<file path="src/rtl/cpu_pkg.sv">
// Purpose: shared types and constants for the fetch stage and its queue.
// Latency: n/a (declarations only).
// Backpressure: n/a (declarations only).
package cpu_pkg;

    localparam int ADDR_W  = 16;
    localparam int INSTR_W = 16;

    localparam logic [ADDR_W-1:0] RESET_PC = 16'd10;
    localparam logic [ADDR_W-1:0] PC_STEP  = 16'd2;

    typedef enum logic [1:0] {
        BOOT  = 2'd0,
        RUN   = 2'd1,
        DRAIN = 2'd2
    } fetch_state_t;

    typedef struct packed {
        logic [INSTR_W-1:0] instr;
        logic [ADDR_W-1:0]  pc;
    } fetch_entry_t;

    // Sequential successor of a fetch address; wraps naturally at 2^ADDR_W.
    function automatic logic [ADDR_W-1:0] seqPc(input logic [ADDR_W-1:0] pc);
        return pc + PC_STEP;
    endfunction

endpackage

</file>
<file path="src/rtl/instr_fetch_unit_fetch_queue.sv">
// Purpose: in-order FIFO of fetched {instr, pc} entries with synchronous flush.
// Latency: a push is visible at head on the next cycle; head is a register read.
// Backpressure: none internally; the caller must never push into a full queue.
module fetch_queue
    import cpu_pkg::*;
#(
    parameter int QDEPTH = 2,
    localparam int CNT_W = $clog2(QDEPTH + 1),
    localparam int PTR_W = (QDEPTH > 1) ? $clog2(QDEPTH) : 1
) (
    input  logic               clk,
    input  logic               rst_n,
    input  logic               push,
    input  fetch_entry_t       pushEntry,
    input  logic               pop,
    input  logic               flush,
    output logic [CNT_W-1:0]   count,
    output fetch_entry_t       head
);

    fetch_entry_t       mem [QDEPTH];
    logic [PTR_W-1:0]   rdPtr;
    logic [PTR_W-1:0]   wrPtr;
    logic [CNT_W-1:0]   cnt;
    logic               doPush;
    logic               doPop;
    logic               full;

    // Flush wins over push; a pop on an empty queue is ignored.
    assign doPush = push && !flush;
    assign doPop  = pop && !flush && (cnt != '0);
    assign full   = (cnt == CNT_W'(QDEPTH));

    assign count = cnt;
    assign head  = mem[rdPtr];

    // Storage, pointers and occupancy; push and pop together keep the count.
    always_ff @(posedge clk or negedge rst_n) begin
        if (!rst_n) begin
            rdPtr <= '0;
            wrPtr <= '0;
            cnt   <= '0;
            for (int i = 0; i < QDEPTH; i++) begin
                mem[i] <= '0;
            end
        end else if (flush) begin
            rdPtr <= '0;
            wrPtr <= '0;
            cnt   <= '0;
        end else begin
            if (doPush) begin
                mem[wrPtr] <= pushEntry;
                wrPtr      <= (wrPtr == PTR_W'(QDEPTH - 1)) ? '0 : wrPtr + 1'b1;
            end
            if (doPop) begin
                rdPtr <= (rdPtr == PTR_W'(QDEPTH - 1)) ? '0 : rdPtr + 1'b1;
            end
            cnt <= cnt + CNT_W'(doPush) - CNT_W'(doPop);
        end
    end

`ifndef SYNTHESIS
    // The fetch credit rule must keep us from ever pushing into a full queue.
    noOverflow: assert property (@(posedge clk) disable iff (!rst_n)
        !(push && !flush && !pop && full));
`endif

endmodule

</file>
<file path="src/rtl/instr_fetch_unit.sv">
// Purpose: owns the PC, issues instruction-memory fetches, queues responses for decode.
// Latency: grant -> id_valid is 2 cycles minimum (1-cycle memory + queue register).
// Backpressure: new fetches stall while outstanding + queued reaches QDEPTH.
// Optional: define FETCH_PERF_EN to add stall/flush performance counters.
module instr_fetch_unit
    import cpu_pkg::*;
#(
    parameter int QDEPTH = 2
) (
    input  logic               clk,
    input  logic               rst_n,
    output logic               imem_req,
    output logic [ADDR_W-1:0]  imem_addr,
    input  logic               imem_gnt,
    input  logic               imem_rvalid,
    input  logic [INSTR_W-1:0] imem_rdata,
    input  logic               redirect_valid,
    input  logic [ADDR_W-1:0]  redirect_pc,
    output logic               id_valid,
    output logic [INSTR_W-1:0] id_instr,
    output logic [ADDR_W-1:0]  id_pc,
    input  logic               id_ready
`ifdef FETCH_PERF_EN
    ,
    output logic [15:0]        perf_stall_cnt,
    output logic [15:0]        perf_flush_cnt
`endif
);

    localparam int CNT_W = $clog2(QDEPTH + 1);
    localparam int PTR_W = (QDEPTH > 1) ? $clog2(QDEPTH) : 1;

    fetch_state_t       state;
    fetch_state_t       stateNext;
    logic [ADDR_W-1:0]  pc;
    logic [CNT_W-1:0]   outstanding;
    logic [CNT_W-1:0]   discard;
    logic [CNT_W-1:0]   discardNext;

    logic [ADDR_W-1:0]  tagMem [QDEPTH];
    logic [PTR_W-1:0]   tagRd;
    logic [PTR_W-1:0]   tagWr;

    logic               grant;
    logic               rspDec;
    logic               qPush;
    logic               qPop;
    logic               qFlush;
    logic [CNT_W-1:0]   queueCount;
    fetch_entry_t       queueHead;
    fetch_entry_t       pushEntry;

    assign grant     = imem_req && imem_gnt;
    // Every response retires one outstanding request, whether kept or dropped.
    assign rspDec    = imem_rvalid && (outstanding != '0);
    assign imem_addr = pc;

    assign pushEntry = '{instr: imem_rdata, pc: tagMem[tagRd]};
    assign qPop      = id_valid && id_ready;
    assign qFlush    = redirect_valid;

    assign id_valid  = (queueCount != '0);
    assign id_instr  = queueHead.instr;
    assign id_pc     = queueHead.pc;

    // Next state, fetch request and response routing.
    always_comb begin
        stateNext   = state;
        discardNext = discard;
        imem_req    = 1'b0;
        qPush       = 1'b0;

        case (state)
            BOOT: begin
                stateNext = RUN;
            end
            RUN: begin
                imem_req = !redirect_valid &&
                           ((int'(outstanding) + int'(queueCount)) < QDEPTH);
                qPush    = imem_rvalid && !redirect_valid;
            end
            DRAIN: begin
                if (imem_rvalid) begin
                    discardNext = discard - 1'b1;
                    if (discard == CNT_W'(1)) begin
                        stateNext = RUN;
                    end
                end
            end
            default: begin
                stateNext = BOOT;
            end
        endcase

        // imem_req is held low on a redirect, so no grant can land in this
        // cycle; the stale count is simply what remains after this cycle's
        // response (which is itself dropped).
        if (redirect_valid) begin
            discardNext = outstanding - CNT_W'(rspDec);
            if (state != BOOT) begin
                stateNext = (discardNext != '0) ? DRAIN : RUN;
            end
        end
    end

    // State register and drain counter.
    always_ff @(posedge clk or negedge rst_n) begin
        if (!rst_n) begin
            state   <= BOOT;
            discard <= '0;
        end else begin
            state   <= stateNext;
            discard <= discardNext;
        end
    end

    // Program counter: redirect overrides sequential advance on grant.
    always_ff @(posedge clk or negedge rst_n) begin
        if (!rst_n) begin
            pc <= RESET_PC;
        end else if (redirect_valid) begin
            pc <= redirect_pc;
        end else if (grant) begin
            pc <= seqPc(pc);
        end
    end

    // Outstanding-request credit count.
    always_ff @(posedge clk or negedge rst_n) begin
        if (!rst_n) begin
            outstanding <= '0;
        end else begin
            outstanding <= outstanding + CNT_W'(grant) - CNT_W'(rspDec);
        end
    end

    // Tag ring: PC captured at grant, consumed in order by each response so
    // stale responses still retire their own tag during a drain.
    always_ff @(posedge clk or negedge rst_n) begin
        if (!rst_n) begin
            tagRd <= '0;
            tagWr <= '0;
            for (int i = 0; i < QDEPTH; i++) begin
                tagMem[i] <= '0;
            end
        end else begin
            if (grant) begin
                tagMem[tagWr] <= pc;
                tagWr         <= (tagWr == PTR_W'(QDEPTH - 1)) ? '0 : tagWr + 1'b1;
            end
            if (rspDec) begin
                tagRd <= (tagRd == PTR_W'(QDEPTH - 1)) ? '0 : tagRd + 1'b1;
            end
        end
    end

    fetch_queue #(
        .QDEPTH    (QDEPTH)
    ) u_queue (
        .clk       (clk),
        .rst_n     (rst_n),
        .push      (qPush),
        .pushEntry (pushEntry),
        .pop       (qPop),
        .flush     (qFlush),
        .count     (queueCount),
        .head      (queueHead)
    );

`ifdef FETCH_PERF_EN
    // Saturating counters: decode starved outside BOOT, and redirects seen.
    always_ff @(posedge clk or negedge rst_n) begin
        if (!rst_n) begin
            perf_stall_cnt <= '0;
            perf_flush_cnt <= '0;
        end else begin
            if ((state != BOOT) && id_ready && !id_valid && (perf_stall_cnt != 16'hFFFF)) begin
                perf_stall_cnt <= perf_stall_cnt + 16'd1;
            end
            if (redirect_valid && (perf_flush_cnt != 16'hFFFF)) begin
                perf_flush_cnt <= perf_flush_cnt + 16'd1;
            end
        end
    end
`endif

`ifndef SYNTHESIS
    tagOverflow: assert property (@(posedge clk) disable iff (!rst_n)
        !(grant && !rspDec && (outstanding == CNT_W'(QDEPTH))));
    orphanResponse: assert property (@(posedge clk) disable iff (!rst_n)
        !(imem_rvalid && (outstanding == '0)));
`endif

endmodule

</file>
<file path="config.mk">
export PLATFORM = sky130hd
export DESIGN_NAME = instr_fetch_unit
export DESIGN_NICKNAME = d
export VERILOG_FILES = /design/src/rtl/cpu_pkg.sv /design/src/rtl/instr_fetch_unit_fetch_queue.sv /design/src/rtl/instr_fetch_unit.sv
export SDC_FILE = /design/constraint.sdc
export NUM_CORES = 1
export LEC_CHECK = 0
export ABC_AREA = 1
export ABC_CLOCK_PERIOD_IN_PS = 6310
export CAP_MARGIN = 5
export CORE_MARGIN = 3
export CORE_UTILIZATION = 45
export CTS_CLUSTER_SIZE = 40
export DETAILED_ROUTE_END_ITERATION = 10
export PLACE_DENSITY = 0.75
export SYNTH_ARGS = -nofsm -noshare
export SYNTH_HDL_FRONTEND = slang
export SYNTH_SLANG_ARGS = --single-unit
</file>
<file path="constraint.sdc">
create_clock -name clk -period 6.31 [get_ports clk]
set_input_delay 1.5775 -clock clk [delete_from_list [all_inputs] [get_ports clk]]
set_output_delay 1.5775 -clock clk [all_outputs]
set_load 0.02 [all_outputs]
</file>
* Word-level counts from Yosys, hierarchy flattened
Cells that the tools add are included.
** Word-level totals
- Register bits after elaboration :: 124
- Output and inout bits :: 50
- Word-level logic and storage cells :: 99
** Operators by class
- $add $sub $neg :: 12
- Order comparisons :: 7
- Equal/unequal tests :: 3
- Mux-type cells :: 34
- Bitwise gates (word level) :: 5
- Reductions and logical operators :: 23
** Operator list (number)
- two-way mux 32 bit :: 4
- two-way mux 16 bit :: 6
- bitwise mux 64 bit :: 1
- bitwise mux 32 bit :: 1
- demux 32 bit (select 1 bit) :: 1
- two-way mux 2 bit :: 9
- nonzero test 2 bit :: 9
- adder 16 x 2 -> 16 bit, second input constant :: 1
- demux 16 bit (select 1 bit) :: 1
- logical AND 1 bit :: 10
- two-way mux 1 bit :: 10
- greater-or-equal comparator 2 bit, second input constant :: 4
- inverter 1 -> 2 bit :: 4
- case mux 2 bit (3 select lines) :: 1
- subtractor 2 x 1 -> 2 bit :: 3
- adder 1 bit, second input constant :: 4
- adder 2 x 1 -> 2 bit :: 2
- equality test 2 x 1 -> 1 bit, second input constant :: 2
- less-than comparator 2 x 1 -> 1 bit, second input constant :: 2
- AND reduction 2 bit :: 2
- adder 2 x 2 -> 3 bit :: 1
- less-than comparator 3 x 2 -> 1 bit, second input constant :: 1
- equality test 2 bit, second input constant :: 1
- zero test 2 bit :: 1
- 3 further kinds :: 3

* Logic depth before layout (Yosys ltp)
Gate-level depths: netlist of run 1.
- Depth after elaboration :: 7
- Gate-level depth with buffers :: 10
- Gate-level depth less buffers :: 9

* Hierarchy
Synthesis of run 1 repeated with hierarchy kept, for this count alone.
** Second synthesis, totals
- Cells, all modules :: 755
- Area, all modules :: 6200.9 um^2
** Modules (own cells, without submodules)
- instr_fetch_unit :: instances 1, cells each 383, area each 3105.5 um^2
- fetch_queue :: instances 1, cells each 372, area each 3095.5 um^2

* Worst setup path before layout of run 1
No wires, ideal clock.
- Path kind :: input to output
- Start :: in redirect_valid
- End :: out imem_req
- Arrival time :: 2.478 ns
- Data required time :: 4.733 ns
- Slack :: 2.254 ns
- Stages :: 5
- Buffers on the path :: 2
- Path through :: buf_2 -> clkinv_2 -> clkbuf_1 -> nand2_1 -> nor2_1
** Between the ends
- Longest elaborated chain between the ends :: 3
** Ends and longest elaborated chain
- start, declared :: RTL line instr_fetch_unit.sv:17 : input logic redirect_valid,
- zero test 1 bit :: RTL line instr_fetch_unit.sv:78 : imem_req = !redirect_valid &&
- logical AND 1 bit :: RTL line instr_fetch_unit.sv:78
- two-way mux 1 bit :: RTL line instr_fetch_unit.sv:73 : case (state)
- end, declared :: RTL line instr_fetch_unit.sv:12 : output logic imem_req,
No other way between the ends.

* Worst setup path after layout of run 1
Ends and elaborated chain as after synthesis.

==> results of run 1 <==
## worst register-to-register path, stage by stage, from the launching register on
cell     delay [ns]
dfrtp_1        0.41
nand2_1        0.08
inv_1          0.05
fa_1           0.43
nor2_1         0.25
nand4_4        0.32
inv_4          0.29
nand2_2        0.37
nand2_1        0.18
o21ai_0        0.11
## per-layer routing
metal  vias up  wire length [um]  global-route usage (%)
met5         -                 0                       0
met1      2300              6130                    27.0
met2       134              6070                    29.2
met4         0               160                    5.81
met3        14               667                    4.85
li1       2489                 -                       -
## path summary, 6_finish.rpt
check | end | slack, ns | cells past startpoint
worst max-delay path | imem_req | 1.28 | 6
worst min-delay path | u_queue.mem[53] | 0.48 | 2
worst max register to register | tagMem[11] | 3.66 | 9
worst min register to register | u_queue.mem[53] | 0.48 | 2
max in group asynchronous | u_queue.mem[13] | 3.81 | 2
min in group asynchronous | u_queue.mem[21] | 1.31 | 1
## layout make-up
cell class,count,area (um^2),share of cell area [%]
tap,172,215,2.87
sequential,124,3110,41.4
clock inverter,12,168,2.24
inverter,72,274,3.66
timing repair buffer,91,898,12.0
clock buffer,20,467,6.23
multi-input combinational,500,2360,31.6
## metrics by stage
| step | area (um^2) | worst slack (ns) | power [mW] | hold slack [ns] |
|---|---|---|---|---|
| detailed placement | 6860 | 1.28 | 2.50 | 0.469 |
| global placement | 6860 | 1.29 | 2.47 | 0.466 |
| floorplan | 5950 | 2.25 | 2.05 | 0.453 |
| finish | 7490 | 1.28 | 3.51 | 0.481 |
| CTS | 7490 | 1.26 | 3.54 | 0.484 |
| global route | 7490 | 1.12 | 3.76 | 0.502 |
## flip-flops by register name (all words and copies together) (netlist names)
register       cells
u_queue.count      2
state              2
outstanding        2
tagMem            32
discard            2
u_queue.mem       64
tagRd              1
u_queue.rdPtr      1
imem_addr         16
u_queue.wrPtr      1
tagWr              1
## cell usage in the layout (no fill, tap or decap), drive strengths merged
cell and count:
or2 1, nor3 1, nor2 51, a21boi 1
dfstp 2, clkinv 8, inv 69, xnor2 4
dfrtp 122, bufinv 4, ha 7, clkbuf 20
xor2 2, nand4 5, o21ai 89, o221ai 1
nand2 253, nand3 45, o21a 1, fa 1
clkinvlp 3, buf 5, a21oi 20, a31oi 18
clkdlybuf4s50 86
## power groups by stage
| stage | Sequential [mW] | Clock, mW | Combinational, mW |
|---|---|---|---|
| final | 1.30 | 1.03 | 1.19 |
| after global routing | 1.34 | 1.08 | 1.34 |
| after global placement | 1.30 | 0 | 1.17 |
| after detailed placement | 1.31 | 0 | 1.19 |
| after floorplan | 1.27 | 0 | 0.780 |
| after CTS | 1.30 | 1.04 | 1.21 |
## cells by family after synthesis
family / share of synthesized area, %
xor gates and xnor gates: 0.883
AOI/OAI and AO/OA: 12.5
adders and majority gates: 1.81
DFF: 52.2
buffers and inverters: 8.04
and+or+nand+nor: 24.6
==> flow_results.org, run 1 <==
** Status
- Result of the run :: complete, no violations

** Routing
- For this block, the initial DRC count from the detailed router was 357.
- Via count :: 4937
- DR DRC count :: 0
- After detailed routing, the total wire length is 13.0 mm.
- The first detailed-routing pass took 5 iterations.
- The count of nets left with antenna violations once routing finished came out at 0.
- Dividing the detail-routed via count by the number of cells gives 4.98.
- Dividing the detail-routed wire length by the instance count gives 13.1 um.

** Synth
- Area contributors post-synth :: dfrtp_1 (51%), nand2_1 (16%), o21ai_0 (4.5%)
- Share of the synthesized area in the top cell type :: 51.3%
- The number of nets in the synthesized netlist is 776.
- Flip-flop cell with the highest count after synthesis :: dfrtp_1
- Number of enable flip-flop cells after synthesis :: 0
- Yosys instantiated no cell more often than nand2_1.
- Dividing the synthesized area by the synthesized cell count gives 8.15 um^2.
- Sequential-to-total area share from yosys stat :: 52.2%
- Number of flip-flops and latches in the synthesized netlist :: 124
- By count the netlist is led by nand2_1 (250), dfrtp_1 (122), inv_1 (66).
- Post-synth top area cell :: dfrtp_1
- After synthesis, the netlist uses 34 different library cells.
- Counting flops with an async set or reset pin after synthesis yields a share of 100%.
- The mapped netlist covers 5950 um^2.
- For this run, the number of Yosys warnings is 0.
- Synthesis produced a netlist whose cell count is 730.

** Clock network
- Post-CTS Setup Inserts :: 0
- CTS built an H-tree with a depth of 4.
- Later-pin clock latency in the skew report :: 0.41 ns
- Deepest clock path buffer count :: 2
- The number of hold buffers added after CTS was 0.
- The tree built by TritonCTS fans out to 124 sinks.
- Clock-pin slew was measured on the worst setup and hold paths at 0.05 ns.
- In this run, post-CTS repair resized a total of 0 instances.
- CTS buffer count :: 17
- The root buffer cell chosen for the clock tree is clkbuf_16.
- CTS tree :: done

** Floorplan
- The floorplan has 41 rows.
- 88 I/O pins were placed.
- The die covers 14600 um^2.
- Once the floorplan was initialized, standard cells occupied 46.6% of the core.
- Horizontal die dimension :: 121 um
- In this run the vertical extent of the chip is 121 um.
- Core Area :: 12800 um^2

** STA
- Timing would allow up to 0.199 GHz.
- Setup repair after global routing left no endpoint under its margin.
- Slew at the pin closest to its max-slew limit :: 1.08 ns
- Setup total negative slack on the finished layout was measured at 0 ns.
- Setup violations remaining at the end of the flow were counted as 0.
- Subtracting the final worst setup slack from the clock period gives 5.03 ns.
- Of the available clock period, the critical path in the final layout requires 79.6%.
- Final Slew Violations :: 0
- Clock skew on the completed layout was measured at 0.00901 ns.
- The count of endpoints failing hold in the final timing report is 0.
- Worst max-slew margin expressed relative to the limit :: 27.6%

** GRT
- The via count of the first global-routing pass came to 4736.
- Remaining global-route overflow :: 0
- The initial antenna violation count came to 0.
- Largest net degree at the start of global routing :: 77
- Global routing used 19.1% of the available tracks across all layers.
- The first global-routing pass estimated 22.5 mm of wire.

** Power
- For this design the static power due to leakage is 3.60 nW.
- Maximum vdd ir drop :: 219 uV
- Power Internal :: 2.30 mW
- Share of total power consumed by net switching :: 34.5%
- Relative contribution of sequential cells to total power :: 37.0%
- In this run the power spent charging and discharging nets is 1.21 mW.
- Power density normalized to cell area :: 469 nW/um^2
- Combinational share of power :: 33.9%
- Clock power frac :: 29.2%

** Setup path
- Counting stages on the worst path, the most repeated cell is clkdlybuf4s50_1.
- At the worst endpoint, the arrival time is 3.45 ns.
- Buffers and inverters on the worst path :: 4
- The startpoint identified for the worst register-to-register timing path is outstanding[0].
- Tracing the worst setup path back leads to its startpoint at redirect_valid.
- Critical path class :: primary input to primary output
- Kind of cell adding the most delay to the critical path :: buffers and inverters
- Sort of element at the end of the critical path :: primary output
- Data on the critical path is required at its endpoint by 4.73 ns.
- Maximum fanout along the worst path :: 27
- Nature of the critical path startpoint :: primary input
- Crit-path slowest cell :: clkdlybuf4s50_1
- The signal on the critical path passes through clkdlybuf4s50_1 -> buf_4 -> clkinv_2 -> nand2_1 -> nor2_1 -> clkdlybuf4s50_1.
- CP max stage delay :: 0.53 ns

** Layout
- Layout cell share with drive strength beyond 1 :: 8.18%
- Final standard cell utilization of the core :: 58.7%
- For this run, the post-layout net count is 852.
- After the flow finishes, the layout carries non-filler instances totaling 991.
- Fill cells in the final layout number 1129.
- The number of antenna diodes in the final layout is 0.
- The area growth from synthesis to layout is 26.0%.

** Placement
- Routability-driven placement finished with a final weighted congestion of 0.870.
- In this run, placement finished with an instance count of 959.
- Summed over all nets, the half-perimeter wirelength after detailed placement is 8.55 mm.
- In this run the tool buffered the top-level ports with 87 buffer cells.

** Job
- The tool flagged a number of max-cap violations equal to 0.

** Hold path
- Hold crit path type :: flop to flop
- In this run the most critical hold path is launched from u_queue.mem[53].
Note: power is estimated with default switching activity, not from simulation.
==> run 2, diff against run 1 <==
--- a/config.mk
+++ b/config.mk
@@ -6,7 +6,7 @@
 export NUM_CORES = 1
 export LEC_CHECK = 0
 export ABC_AREA = 1
-export ABC_CLOCK_PERIOD_IN_PS = 6310
+export ABC_CLOCK_PERIOD_IN_PS = 4800
 export CAP_MARGIN = 5
 export CORE_MARGIN = 3
 export CORE_UTILIZATION = 45
==> constraint.sdc (replaced) <==
create_clock -name clk -period 4.8 [get_ports clk]
set_input_delay 1.2 -clock clk [delete_from_list [all_inputs] [get_ports clk]]
set_output_delay 1.2 -clock clk [all_outputs]
set_load 0.02 [all_outputs]
==> flow_results.org, run 2 (synthesis results as in run 1) <==
** STA
- Final critical delay including setup and external delays :: 3.86 ns
- Dividing the final minimum period by the clock period gives 80.5%.
- Worst clock skew :: 0.00667 ns (-0.00235 ns)
- Worst max-slew margin expressed relative to the limit :: 37.4% (+9.8 points)
- Setup repair after global routing left no endpoint under its margin.
- Worst path setup slack after routing :: 0.938 ns (-0.347 ns)
- Fmax :: 0.259 GHz
- The minimum hold slack was 0.483 ns (+0.00257 ns).
- Slew at the pin closest to its max-slew limit :: 0.939 ns (-0.144 ns)
- Final Slew Violations :: 0 (unchanged)
- The count of endpoints failing hold in the final timing report was 0 (unchanged).
- The setup violation total in the final timing report was 0 (unchanged).
- Setup TNS after final layout :: 0 ns (unchanged)

** Layout
- Largest register FFs :: 64 (unchanged)
- Commonest non-fill, non-tap cell in the layout :: nand2_1
- Fin nets :: 856 (+0.47%)
- Most frequent cells in the layout :: nand2_1 (250), dfrtp_1 (122), clkdlybuf4s50_1 (86)
- u_queue.mem holds more flip-flops than any other register.
- The share of the core filled with cells came to 58.7% (about the same).
- Area growth from synthesis to layout :: 26.0% (about the same)
- Layout cell share with drive strength beyond 1 :: 8.14% (-0.040 points)
- The number of antenna repair diodes came to 0 (unchanged).

** Floorplan
- The die height is 121 um (unchanged).
- The area of the die was 14600 um^2 (unchanged).
- Core Area :: 12800 um^2 (unchanged)
- The die width is 121 um (unchanged).
- Rows :: 41 (unchanged)
- I/O pin count :: 88 (unchanged)
- Initial core utilization :: 46.6% (unchanged)

** Routing
- The via count is 4927 (-0.20%).
- DR DRC count :: 0 (unchanged)
- The total wirelength of the detailed-routed design was 13.1 mm (+0.59%).
- The vias per cell came to 4.95 (-0.60%).
- The mean routed wirelength per cell is 13.2 um (+0.19%).
- Residual antenna-violating net count after detailed routing :: 0 (unchanged)
- Number of DRC violations after detailed-routing iteration 0 :: 336 (-5.9%)
- Detailed-router iteration count before antenna repair :: 5 (unchanged)

** Setup path
- In this run the critical register-to-register path is launched from outstanding[0].
- The minimum setup slack among reg-to-reg paths came to 2.14 ns (-1.52 ns).
- STA classifies the critical path startpoint as a flop.
- In this run the critical register-to-register path is captured at tagMem[12].
- The worst setup path is captured at a primary output.
- Buffers and inverters on the worst path :: 3 (-1)
- Grouping stages by cell kind, the critical path spends the most delay in buffers and inverters.
- The worst path arrival time came to 2.66 ns (-0.79 ns).
- Cell repeated most along the worst path :: nand2_1
- On the critical path, the stage with the largest delay is an instance of clkinv_1.
- The required arrival time at the worst endpoint is 3.60 ns (-1.13 ns).
- The number of cells on the worst reg-to-reg path was 9 (unchanged).
- Critical path class :: flop to primary output
- The stage delay of the slowest cell on the critical path is 0.60 ns (+0.07 ns).
- Sequence of cells on the critical path :: buf_4 -> clkinv_1 -> nand2_1 -> nand2_1 -> clkdlybuf4s50_1
- Maximum fanout along the worst path :: 46 (+70%)

** Hold path
- The cell count of the worst hold path was 2 (unchanged).
- The path class of the tightest hold or removal check is flop to flop.
- For hold timing, the worst endpoint is u_queue.mem[58].
- Min-delay src :: u_queue.mem[58]

** Clock network
- The H-tree depth was 4 (unchanged).
- Cts repair resizes :: 0 (unchanged)
- Count of hold-fix buffers inserted at cts :: 0 (unchanged)
- Clock transition at the register clock pins on the worst setup and hold paths after CTS :: 0.05 ns (about the same)
- TritonCTS built the clock tree.
- Clock Tree Root :: clkbuf_16
- The CTS buffer count was 17 (unchanged).
- The sink count of the clock tree was 124 (unchanged).
- Post-CTS Setup Inserts :: 0 (unchanged)
- The number of buffers on the longest clock path came to 2 (unchanged).
- The latest clock arrival within the worst-skew pair is 0.41 ns (about the same).

** Placement
- Worst setup slack before clock tree synthesis :: 1.16 ns (-0.120 ns)
- The number of port buffers was 87 (unchanged).
- Last weighted congestion value of the routability-driven placer :: 0.822 (-5.6%)
- Placed wire-length estimate after detailed placement :: 8.78 mm (+2.7%)

** Power
- Overall power consumption :: 4.57 mW (+30%)
- Maximum vdd ir drop :: 247 uV (+13%)
- The ratio of total power to cell area was 611 nW/um^2 (+30%).
- The cell leakage power is 3.62 nW (+0.39%).

** GRT
- Largest net degree at the start of global routing :: 76 (-1.3%)
- Remaining global-route overflow :: 0 (unchanged)
- Number of global-route vias before repair :: 4846 (+2.3%)
- The global router's overall resource usage was 19.5% (+0.34 points).
- The global-route wire length before repair was 22.9 mm (+1.6%).
- The initial antenna violation count is 0 (unchanged).

** Job
- Maximum Capacitance Violations :: 0 (unchanged)

** Status
- The run finished with clean final reports.
-- run 2: area by class of cell --
type / count / area, um^2
sequential: 124 / 3110
clock inverter: 7 / 110
fill: 1133 / 5280
clock buffer: 25 / 495
multi-input combinational: 500 / 2360
inverter: 72 / 274
tap: 172 / 215
timing repair buffer: 95 / 928
-- run 2: how the worst max path moves through the flow --
stage,endpoint,cells after the start,slack [ns],start
6_report,id_instr[0],5,0.94,u_queue.rdPtr
4_1_cts,id_instr[0],5,0.87,u_queue.rdPtr
5_1_grt,id_instr[14],5,0.75,u_queue.rdPtr
3_3_place_gp,imem_req,5,1.15,redirect_valid
3_5_place_dp,imem_req,5,1.16,redirect_valid
2_1_floorplan,imem_req,5,1.50,redirect_valid
-- run 2: layer usage --
layer	vias to the layer above	global-route usage (%)	routed length, um
li1	2506	-	-
met1	2299	26.8	6290
met2	110	30.3	6080
met3	12	5.13	609
met4	0	6.23	128
met5	-	0	0
-- run 2: per-stage QoR --
stage               instances  instance area [um^2]
floorplan                 730                  5950
global placement          963                  6890
detailed placement        963                  6890
CTS                       995                  7490
global route              995                  7490
finish                    995                  7490
-- run 2: worst min-delay path: cells and delay by family, from the launching register on --
kind | cells | cell delay [ns]
and+or+nand+nor | 1 | 0.06
AOI/OAI and AO/OA | 1 | 0.05
DFF | 1 | 0.34
-- run 2: power breakdown --
group          leakage [nW]  switching (mW)  total, mW  internal (mW)
clock network         0.301           0.431       1.30          0.868
logic                  1.73           0.896       1.57          0.670
registers              1.59           0.257       1.71           1.45
total                  3.62            1.58       4.57           2.99
==> run 3, diff against run 2 <==
--- a/config.mk
+++ b/config.mk
@@ -6,13 +6,13 @@
 export NUM_CORES = 1
 export LEC_CHECK = 0
 export ABC_AREA = 1
-export ABC_CLOCK_PERIOD_IN_PS = 4800
+export ABC_CLOCK_PERIOD_IN_PS = 3250
 export CAP_MARGIN = 5
 export CORE_MARGIN = 3
 export CORE_UTILIZATION = 45
 export CTS_CLUSTER_SIZE = 40
 export DETAILED_ROUTE_END_ITERATION = 10
-export PLACE_DENSITY = 0.75
+export PLACE_DENSITY = 0.78
 export SYNTH_ARGS = -nofsm -noshare
 export SYNTH_HDL_FRONTEND = slang
 export SYNTH_SLANG_ARGS = --single-unit
==> constraint.sdc (replaced) <==
create_clock -name clk -period 3.25 [get_ports clk]
set_input_delay 0.8125 -clock clk [delete_from_list [all_inputs] [get_ports clk]]
set_output_delay 0.8125 -clock clk [all_outputs]
set_load 0.02 [all_outputs]
==> flow_results.org, run 3 (synthesis results as in run 1) <==
** Status
- Result of the run :: complete, no violations

** GRT
- Wire length of the first global-routing pass :: 23.0 mm (+0.42%)
- The final global-route overflow total was 0 (unchanged).
- The initial antenna violation count is 0 (unchanged).
- Largest net degree at the start of global routing :: 55 (-28%)
- The via count of the first global-routing pass is 4858 (+0.25%).
- Aggregate global-route resource usage :: 19.5% (about the same)

** Power
- The worst ir drop on vdd was 357 uV (+44%).
- Leakage power :: 3.65 nW (+0.93%)
- The ratio of total power to cell area was 908 nW/um^2 (+49%).

** STA
- The sum of negative setup slack is 0 ns (unchanged).
- Final critical delay including setup and external delays :: 2.95 ns
- The count of endpoints failing hold in the final timing report is 0 (unchanged).
- Final worst path period share :: 90.9%
- Worst clock skew :: 0.00760 ns (+0.000936 ns)
- Setup repair after global routing left no endpoint under its margin.
- # setup viols final :: 0 (unchanged)
- The slew at the pin closest to its max-slew limit is 0.676 ns (-0.263 ns).
- Worst slack on hold paths :: 0.396 ns (-0.0870 ns)
- Final Slew Violations :: 0 (unchanged)
- Worst path setup slack after routing :: 0.297 ns (-0.641 ns)
- The worst slew slack as a fraction of its limit is 54.9% (+17 points).
- Static timing analysis puts the maximum clock frequency at 0.339 GHz.

** Layout
- Largest reg by FF count :: u_queue.mem
- Largest register FFs :: 64 (unchanged)
- FF+latch area :: 3110 um^2 (unchanged)
- In the layout the commonest cells are nand2_1 (250), dfrtp_1 (122), clkdlybuf4s50_1 (85).
- Area growth from synthesis to layout :: 26.9%
- The layout filler cell count came to 1092 (-3.6%).
- Layout cell share with drive strength beyond 1 :: 8.39% (+0.25 points)
- The final net count was 856 (unchanged).
- The multi-input combinational cell area came to 2370 um^2 (+0.11%).
- The number of antenna repair diodes was 0 (unchanged).
- The library cell used most frequently in the layout, excluding fill and tap cells, is nand2_1.

** Routing
- Routed length per placed instance :: 13.4 um (+1.8%)
- DR DRC count :: 0 (unchanged)
- Detailed-router iteration count before antenna repair :: 5 (unchanged)
- The total wirelength of the detailed-routed design came to 13.3 mm (+1.7%).
- Via/cell ratio :: 5.10 (+2.9%)
- Residual antenna-violating net count after detailed routing :: 0 (unchanged)
- The count of routing violations after the opening detailed-route iteration came to 304 (-9.5%).
- Via count :: 5065 (+2.8%)

** Setup path
- The count of buffering cells on the critical path with inverters included came to 3 (unchanged).
- The stage delay of the slowest cell on the critical path came to 0.54 ns (-0.06 ns).
- Crit-path slowest cell :: clkdlybuf4s50_1
- CP Data Required Time :: 2.44 ns (-1.16 ns)
- Maximum fanout along the worst path :: 18 (-61%)
- CP Data Arrival Time :: 2.14 ns (-0.52 ns)
- Cell repeated most along the worst path :: nand2_1
- Critical path class :: flop to primary output
- The worst setup path is captured at a primary output.
- Sequence of cells on the critical path :: buf_4 -> clkinvlp_4 -> nand2_1 -> nand2_1 -> clkdlybuf4s50_1
- Nature of the critical path startpoint :: flop
- Kind of cell adding the most delay to the critical path :: buffers and inverters

** Floorplan
- I/O pin count :: 88 (unchanged)
- The die width is 121 um (unchanged).
- Total die area :: 14600 um^2 (unchanged)
- The starting utilization of the core area was 46.6% (unchanged).
- The area inside the core boundary is 12800 um^2 (unchanged).
- The die height came to 121 um (unchanged).
- Rows :: 41 (unchanged)

** Clock network
- The number of buffers on the longest clock path is 2 (unchanged).
- TritonCTS built the clock tree.
- Later-pin clock latency in the skew report :: 0.41 ns (about the same)
- Post-CTS Setup Inserts :: 0 (unchanged)
- Clock Tree Root :: clkbuf_16
- H-tree depth :: 4 (unchanged)
- The sink count of the clock tree was 124 (unchanged).
- CTS buffer count :: 17 (unchanged)
- The clock-pin transition on the worst setup and hold timing paths came to 0.05 ns (about the same).

** Job
- Maximum Capacitance Violations :: 0 (unchanged)

** Placement
- Last weighted congestion value of the routability-driven placer :: 0.877 (+6.7%)
- Number of buffers inserted by port buffering :: 87 (unchanged)
- Placed wire-length estimate after detailed placement :: 8.97 mm (+2.2%)
- Worst setup slack before clock tree synthesis :: 0.317 ns (-0.844 ns)

** Hold path
- Hold crit path type :: primary input to async pin
-- run 3: per-stage QoR --
stage	instance area (um^2)	cells	utilization [%]	power [mW]
after floorplan	5950	730	-	3.98
after global placement	6910	963	54.1	4.80
after detailed placement	6910	963	54.1	4.87
after CTS	7540	994	59.0	6.91
after global routing	7550	994	59.1	7.34
final	7550	994	59.1	6.85
-- run 3: area by class of cell --
cell class / count / area share (%)
Inverter: 72 / 3.68
Multi-Input combinational cell: 500 / 31.4
Clock buffer: 24 / 6.51
Clock inverter: 7 / 1.79
Sequential cell: 124 / 41.1
Tap cell: 172 / 2.85
Timing Repair Buffer: 95 / 12.7
-- run 3: report_power, final --
part | internal [mW] | leakage, nW | switching [mW]
sequential | 2.15 | 1.59 | 0.374
combinational | 0.999 | 1.75 | 1.34
clock | 1.36 | 0.310 | 0.640
-- run 3: metal layers --
metal / global-route usage [%] / part of all wire [%] / vias up
met1: 27.4 / 45 / 2411
li1: - / - / 2498
met4: 5.52 / 1.1 / 0
met3: 5.31 / 5.8 / 12
met5: 0 / 0 / -
met2: 29.8 / 48 / 144
-- run 3: worst paths after layout --
| path | start | to | slack (ns) | cells after the start |
|---|---|---|---|---|
| max in group asynchronous | rst_n | tagMem[13] | 2.04 | 2 |
| worst min register to register | u_queue.mem[58] | u_queue.mem[58] | 0.48 | 2 |
| worst max-delay path | u_queue.rdPtr | id_instr[14] | 0.30 | 5 |
| worst min-delay path | rst_n | u_queue.mem[21] | 0.40 | 1 |
| worst max register to register | outstanding[0] | tagMem[13] | 0.71 | 9 |
| min in group clk | u_queue.mem[58] | u_queue.mem[58] | 0.48 | 2 |
-- run 3: what timing repair did --
item / CTS / global route
resized for setup: 1 / 2
endpoints found under the hold margin: 0 / 0
hold buffers: 0 / 0
endpoints found under the setup margin: 1 / 14
